<file path="config.mk">
export PLATFORM = sky130hd
export DESIGN_NAME = mem_port_arbiter
export DESIGN_NICKNAME = d
export VERILOG_FILES = /design/src/rtl/mem_arb_pkg.sv /design/src/rtl/mem_arb_starve_ctr.sv /design/src/rtl/mem_port_arbiter.sv
export SDC_FILE = /design/constraint.sdc
export NUM_CORES = 1
export LEC_CHECK = 0
export CAP_MARGIN = 25
export CORE_ASPECT_RATIO = 0.9
export CORE_MARGIN = 2
export CORE_UTILIZATION = 42
export DETAILED_ROUTE_END_ITERATION = 10
export PLACE_DENSITY = 0.81
export SKIP_LAST_GASP = 1
export SYNTH_ARGS = -nofsm -noshare
export SYNTH_HDL_FRONTEND = slang
export SYNTH_SLANG_ARGS = --single-unit
</file>
<file path="constraint.sdc">
create_clock -name clk -period 6.6 [get_ports clk]
set_input_delay 1.65 -clock clk [delete_from_list [all_inputs] [get_ports clk]]
set_output_delay 1.65 -clock clk [all_outputs]
set_load 0.01 [all_outputs]
</file>
<file path="src/rtl/mem_arb_pkg.sv">
// Shared types and constants for the memory-port arbiter.
package mem_arb_pkg;

    // Arbiter FSM states
    typedef enum logic [1:0] {
        IDLE    = 2'd0,
        BUSY_IF = 2'd1,
        BUSY_LS = 2'd2,
        RESP    = 2'd3
    } arb_state_e;

    // Access lengths in bytes
    localparam logic [2:0] LEN_B = 3'd1;
    localparam logic [2:0] LEN_H = 3'd2;
    localparam logic [2:0] LEN_W = 3'd4;

    // Requester identifiers
    localparam logic REQ_IF = 1'b0;
    localparam logic REQ_LS = 1'b1;

    // Fixed priority with starvation override: LS normally wins a tie,
    // IF wins when it has been passed over too many times in a row.
    // Only meaningful when at least one request is present.
    function automatic logic arb_winner(input logic if_req,
                                        input logic ls_req,
                                        input logic at_limit);
        logic win;
        if (if_req && (!ls_req || at_limit)) begin
            win = REQ_IF;
        end else begin
            win = REQ_LS;
        end
        return win;
    endfunction

endpackage

</file>
<file path="src/rtl/mem_arb_starve_ctr.sv">
// Saturating count of LS grants taken while IF was waiting.
module mem_arb_starve_ctr #(
    parameter int unsigned LIMIT = 4
) (
    input  logic clk,
    input  logic rst,
    input  logic clr_i,
    input  logic inc_i,
    output logic at_limit_o
);

    localparam logic [3:0] LIMIT_C = 4'(LIMIT);

    logic [3:0] cnt_q;
    logic [3:0] cnt_d;

    // Next count: clear has priority, increment saturates at the limit
    always_comb begin
        cnt_d = cnt_q;
        if (clr_i) begin
            cnt_d = 4'd0;
        end else if (inc_i && (cnt_q != LIMIT_C)) begin
            cnt_d = cnt_q + 4'd1;
        end else begin
            cnt_d = cnt_q;
        end
    end

    // Counter register
    always_ff @(posedge clk or posedge rst) begin
        if (rst) begin
            cnt_q <= 4'd0;
        end else begin
            cnt_q <= cnt_d;
        end
    end

    assign at_limit_o = (cnt_q == LIMIT_C);

endmodule

</file>
<file path="src/rtl/mem_port_arbiter.sv">
// Shares one memory port between instruction fetch and load/store,
// one transaction at a time, with starvation guard and timeout abort.
module mem_port_arbiter
    import mem_arb_pkg::*;
#(
    parameter int unsigned STARVE_LIMIT = 4,
    parameter int unsigned TIMEOUT      = 64
) (
    input  logic        clk,
    input  logic        rst,
    input  logic        if_req,
    input  logic [31:0] if_addr,
    output logic        if_ready,
    output logic [31:0] if_rdata,
    input  logic        ls_req,
    input  logic        ls_we,
    input  logic [2:0]  ls_len,
    input  logic [31:0] ls_addr,
    input  logic [31:0] ls_wdata,
    output logic        ls_ready,
    output logic [31:0] ls_rdata,
    output logic        err,
    output logic        mem_req,
    output logic        mem_we,
    output logic [2:0]  mem_len,
    output logic [31:0] mem_addr,
    output logic [31:0] mem_wdata,
    input  logic        mem_ready,
    input  logic [31:0] mem_rdata
);

    localparam logic [7:0] TIMER_LAST = 8'(TIMEOUT - 1);

    arb_state_e  state_q, state_d;
    logic        mem_req_q, mem_req_d;
    logic        mem_we_q, mem_we_d;
    logic [2:0]  mem_len_q, mem_len_d;
    logic [31:0] mem_addr_q, mem_addr_d;
    logic [31:0] mem_wdata_q, mem_wdata_d;
    logic        if_ready_q, if_ready_d;
    logic        ls_ready_q, ls_ready_d;
    logic        err_q, err_d;
    logic [31:0] if_rdata_q, if_rdata_d;
    logic [31:0] ls_rdata_q, ls_rdata_d;
    logic [7:0]  timer_q, timer_d;

    logic starve_clr_s;
    logic starve_inc_s;
    logic at_limit_s;

    mem_arb_starve_ctr #(
        .LIMIT(STARVE_LIMIT)
    ) u_starve (
        .clk       (clk),
        .rst       (rst),
        .clr_i     (starve_clr_s),
        .inc_i     (starve_inc_s),
        .at_limit_o(at_limit_s)
    );

    // Next-state, transaction latching, timeout and response generation
    always_comb begin
        state_d      = state_q;
        mem_req_d    = mem_req_q;
        mem_we_d     = mem_we_q;
        mem_len_d    = mem_len_q;
        mem_addr_d   = mem_addr_q;
        mem_wdata_d  = mem_wdata_q;
        if_rdata_d   = if_rdata_q;
        ls_rdata_d   = ls_rdata_q;
        timer_d      = timer_q;
        if_ready_d   = 1'b0;
        ls_ready_d   = 1'b0;
        err_d        = 1'b0;
        starve_clr_s = 1'b0;
        starve_inc_s = 1'b0;

        case (state_q)
            IDLE: begin
                timer_d = 8'd0;
                if (if_req || ls_req) begin
                    if (arb_winner(if_req, ls_req, at_limit_s) == REQ_IF) begin
                        state_d      = BUSY_IF;
                        mem_req_d    = 1'b1;
                        mem_we_d     = 1'b0;
                        mem_len_d    = LEN_W;
                        mem_addr_d   = if_addr;
                        mem_wdata_d  = 32'h0;
                        starve_clr_s = 1'b1;
                    end else begin
                        state_d      = BUSY_LS;
                        mem_req_d    = 1'b1;
                        mem_we_d     = ls_we;
                        mem_len_d    = ls_len;
                        mem_addr_d   = ls_addr;
                        mem_wdata_d  = ls_wdata;
                        starve_inc_s = if_req;
                        starve_clr_s = ~if_req;
                    end
                end else begin
                    // Nobody waiting: IF is not being starved
                    starve_clr_s = 1'b1;
                end
            end

            BUSY_IF, BUSY_LS: begin
                if (mem_ready) begin
                    // Completion wins over a timeout landing in the same cycle
                    mem_req_d = 1'b0;
                    state_d   = RESP;
                    if (state_q == BUSY_IF) begin
                        if_rdata_d = mem_rdata;
                        if_ready_d = 1'b1;
                    end else begin
                        ls_ready_d = 1'b1;
                        if (!mem_we_q) begin
                            ls_rdata_d = mem_rdata;
                        end else begin
                            ls_rdata_d = ls_rdata_q;
                        end
                    end
                end else if (timer_q == TIMER_LAST) begin
                    mem_req_d = 1'b0;
                    state_d   = RESP;
                    err_d     = 1'b1;
                    if (state_q == BUSY_IF) begin
                        if_rdata_d = 32'h0;
                        if_ready_d = 1'b1;
                    end else begin
                        ls_ready_d = 1'b1;
                        if (!mem_we_q) begin
                            ls_rdata_d = 32'h0;
                        end else begin
                            ls_rdata_d = ls_rdata_q;
                        end
                    end
                end else begin
                    timer_d = timer_q + 8'd1;
                end
            end

            RESP: begin
                state_d = IDLE;
                timer_d = 8'd0;
            end

            default: begin
                state_d = IDLE;
            end
        endcase
    end

    // State and output registers
    always_ff @(posedge clk or posedge rst) begin
        if (rst) begin
            state_q     <= IDLE;
            mem_req_q   <= 1'b0;
            mem_we_q    <= 1'b0;
            mem_len_q   <= 3'd0;
            mem_addr_q  <= 32'h0;
            mem_wdata_q <= 32'h0;
            if_ready_q  <= 1'b0;
            ls_ready_q  <= 1'b0;
            err_q       <= 1'b0;
            if_rdata_q  <= 32'h0;
            ls_rdata_q  <= 32'h0;
            timer_q     <= 8'd0;
        end else begin
            state_q     <= state_d;
            mem_req_q   <= mem_req_d;
            mem_we_q    <= mem_we_d;
            mem_len_q   <= mem_len_d;
            mem_addr_q  <= mem_addr_d;
            mem_wdata_q <= mem_wdata_d;
            if_ready_q  <= if_ready_d;
            ls_ready_q  <= ls_ready_d;
            err_q       <= err_d;
            if_rdata_q  <= if_rdata_d;
            ls_rdata_q  <= ls_rdata_d;
            timer_q     <= timer_d;
        end
    end

    assign mem_req   = mem_req_q;
    assign mem_we    = mem_we_q;
    assign mem_len   = mem_len_q;
    assign mem_addr  = mem_addr_q;
    assign mem_wdata = mem_wdata_q;
    assign if_ready  = if_ready_q;
    assign ls_ready  = ls_ready_q;
    assign err       = err_q;
    assign if_rdata  = if_rdata_q;
    assign ls_rdata  = ls_rdata_q;

endmodule
</file>
==> impl_summary.log <==
INFO  metric clkLatencyLatePin = 0.41 ns
INFO  metric post_synth_inst_count = about 540
INFO  metric wire_length_of_the_first_global_routing_pass = 29,700 um
INFO  metric startpoint_type = primary input
INFO  metric critPathRequiredTime = ~7 ns
INFO  metric end_kind = flop
INFO  metric initial_core_util = a little over two fifths
INFO  metric leakage = 0.00431 uW
INFO  metric clock-sinks = 150
INFO  metric max_slew.worst_pin.slew = 0.681 ns
INFO  metric floorplan.die_area = between 15,000 and 20,000 um2
INFO  metric global_route.usage.total = 24.5%
INFO  metric die_width = ~130 um
INFO  metric drtIter0Drc = 307
INFO  metric hold_class = reg2reg
INFO  metric tritoncts = built
INFO  metric clk_path_buf_depth = 2
INFO  metric yosysTopAreaCellShare = around 61%
INFO  metric critical_setup_path_kind = in2reg
INFO  metric wl_per_cell = 18.2 um
INFO  metric yosys_warnings = 0
INFO  metric share_of_cells_above_drive_strength_1 = roughly 6%
INFO  metric utilization = 68.7%
INFO  metric antenna_found_initial = 0
INFO  metric critical_path_peak_fanout = 51
INFO  metric boundary_pin_count = 273
INFO  metric design.final.nets = 946
INFO  metric async_flop_share = 100%
INFO  metric synthesis.area = 6110 um2
INFO  metric layout_worst_path_cycle_share = 54.4%
INFO  metric routed_via_density = 5.26
INFO  metric setup_tns = 0 ns
INFO  metric number_of_hold_repair_buffers_added_at_the_cts_stage = 0
INFO  metric drc_violations = 0
INFO  metric layout-area-overhead-vs-synth = 58.6%
INFO  metric path_clk_slew = 0.06 ns
INFO  metric drv.max_cap_violation_count = 0
INFO  metric finalWorstPathRequiredPeriod = 3.59 ns
INFO  metric tritoncts.num_buffers = 17
INFO  metric slew_headroom = 54.6%
INFO  metric synthDominantAreaCellType = dfrtp_1
INFO  metric globalRoute.totalOverflow = 0
INFO  metric syn-mean-instance-area = 11.4 um2
INFO  metric cts_htree_levels = 4
INFO  metric core_area = roughly 14,000 um2
INFO  metric grt_start_max_net_pins = between 50 and 60
INFO  metric run_status = complete, no violations
INFO  metric rsz0062_at_grt = no
INFO  metric setup_viol_count_final = 0
INFO  metric first_global_vias = about 5,500
INFO  metric final_max_slew_viol_count = 0
INFO  metric synth-seq-cells = 150
INFO  metric cts_resized = 0
INFO  metric synth_flop_cell = dfrtp_1
INFO  metric synth.net_count = 681
INFO  metric placement_rows = slightly above 40
INFO  metric timing.critical_path.arrival = between 3 and 4 ns
INFO  metric ant_nets = 0
INFO  metric synth_cell_types = 38
INFO  metric pwr_dens = 471 nW/um2
INFO  metric die_outline_height = ~120 um
INFO  metric clk_root_buffer_cell = clkbuf_16
INFO  metric hold_viol_final = 0
INFO  metric total_vias_in_the_final_route = 5,299
INFO  metric dp.final_hpwl = about 13,000 um
INFO  metric clock.fmax = 279 MHz
INFO  metric final.setup_skew = 0.0106 ns
INFO  metric power.total = 4570 uW
INFO  metric vdd_ir_drop_max = 233 uV
INFO  metric sequential_share_of_the_synthesized_area = approximately three fifths
INFO  metric total_routed_wirelength = 18,300 um
INFO  metric gp_congestion = between 0.8 and 0.9
INFO  metric num_antenna_cells = 0
INFO  metric num-fill-cells = approximately 1,000
INFO  metric drt_pre_antenna_iters = 5
INFO  metric quantity_of_i_o_buffers_inserted_on_ports = 272
INFO  metric synth_edf_count = 0
INFO  metric post-cts-setup-buffers = 0
INFO  metric synth_area_leaders = dfrtp_1, a22o_1, nand2_1, mux2i_1, o21ai_0
-- sequential cells by signal, indices dropped and copies added (netlist names) --
register and cells:
err 1, if_rdata 32, if_ready 1, ls_rdata 32
ls_ready 1, mem_addr 32, mem_len 3, mem_req 1
mem_wdata 32, mem_we 1, state_q 2, timer_q 8
u_starve.cnt_q 4
-- metrics by stage --
stage | cells | area (um2) | hold WS, ns | setup WS (ns)
finish | 1008 | 9690 | 0.471 | 3.01
global route | 1008 | 9690 | 0.500 | 2.88
CTS | 1008 | 9690 | 0.476 | 3.04
detailed placement | 977 | 9050 | 0.463 | 2.58
global placement | 974 | 8990 | 0.462 | 2.63
floorplan | 538 | 6110 | 0.470 | 0.914
-- final timing paths --
check | depth (start not counted) | slack [ns] | start | to
min in group asynchronous | 2 | 1.65 | rst | ls_rdata[27]
worst max-delay path | 5 | 3.01 | if_req | mem_addr[3]
worst min register to register | 2 | 0.47 | mem_len[2] | mem_len[2]
max in group asynchronous | 3 | 3.89 | rst | u_starve.cnt_q[0]
worst max register to register | 7 | 4.05 | u_starve.cnt_q[0] | mem_addr[3]
worst min-delay path | 2 | 0.47 | mem_len[2] | mem_len[2]
-- where the power goes --
group | switching (uW) | internal [uW]
Combinational | 911 | 1070
Clock | 367 | 662
Sequential | 237 | 1320
Total | 1520 | 3050
-- synthesized netlist by cell type (3+ instances only) --
| cell | n |
|---|---|
| xor2_1 | 3 |
| ha_1 | 6 |
| nor2_1 | 7 |
| o21ai_1 | 18 |
| nand3b_1 | 3 |
| inv_1 | 11 |
| and2_1 | 5 |
| nand2_1 | 109 |
| buf_6 | 4 |
| clkbuf_1 | 25 |
| mux2i_1 | 36 |
| a22o_1 | 64 |
| buf_2 | 7 |
| nor3b_1 | 3 |
| dfrtp_1 | 150 |
| a21oi_1 | 5 |
| nand3_1 | 4 |
| o21ai_0 | 53 |
-- cell type report --
class                      count  area (um2)  area share [%]
clock buffer                  20         467            4.82
clock inverter                11         174            1.79
inverter                      11        46.3           0.478
multi-input combinational    341        2170            22.4
sequential                   150        3750            38.7
tap                          193         241            2.49
timing repair buffer         282        2840            29.3
-- cells by family after synthesis --
family	synth area share (%)
buffers and inverters	3.52
multiplexers	5.90
XOR/XNOR	0.574
AND/OR/NAND/NOR	10.1
flip-flops	61.5
adder cells (fa/ha/maj)	1.23
AO/OA/AOI/OAI	17.2
-- layer usage --
layer  wire length [um]  global-route usage [%]  share of wire (%)  vias to the layer above
li1                   -                       -                  -                     2424
met1               6980                    28.2                 38                     2566
met2               9100                    41.7                 50                      273
met3               1720                    9.01                9.4                       36
met4                550                    9.51                3.0                        0
met5                  0                       0                  0                        -
-- cells in the final DEF (no fill, tap or decap), types with 2 or more instances in the layout --
cell type        instances
clkbuf_16               17
clkinv_4                 5
nand2b_1                 2
a21oi_1                  5
a22o_1                  64
clkdlybuf4s50_1        272
ha_1                     6
mux2i_1                 36
clkinv_2                 2
nand2_1                109
nand4b_1                 2
inv_1                   10
nor3b_1                  2
a21boi_0                 2
o21ai_1                 17
clkbuf_8                 3
nand3_1                  4
and3_1                   2
o21ai_0                 53
buf_4                    7
nand3b_1                 3
bufinv_16                4
a21o_1                   2
and2_1                   5
xor2_1                   3
dfrtp_1                150
nor2_1                   6
-- critical path, stage by stage --
cell and delay (ns):
clkdlybuf4s50_1 0.58, a21boi_4 0.54, buf_4 0.64, mux2i_1 0.30
o21ai_0 0.10
Power figures use the tool's default switching activity.
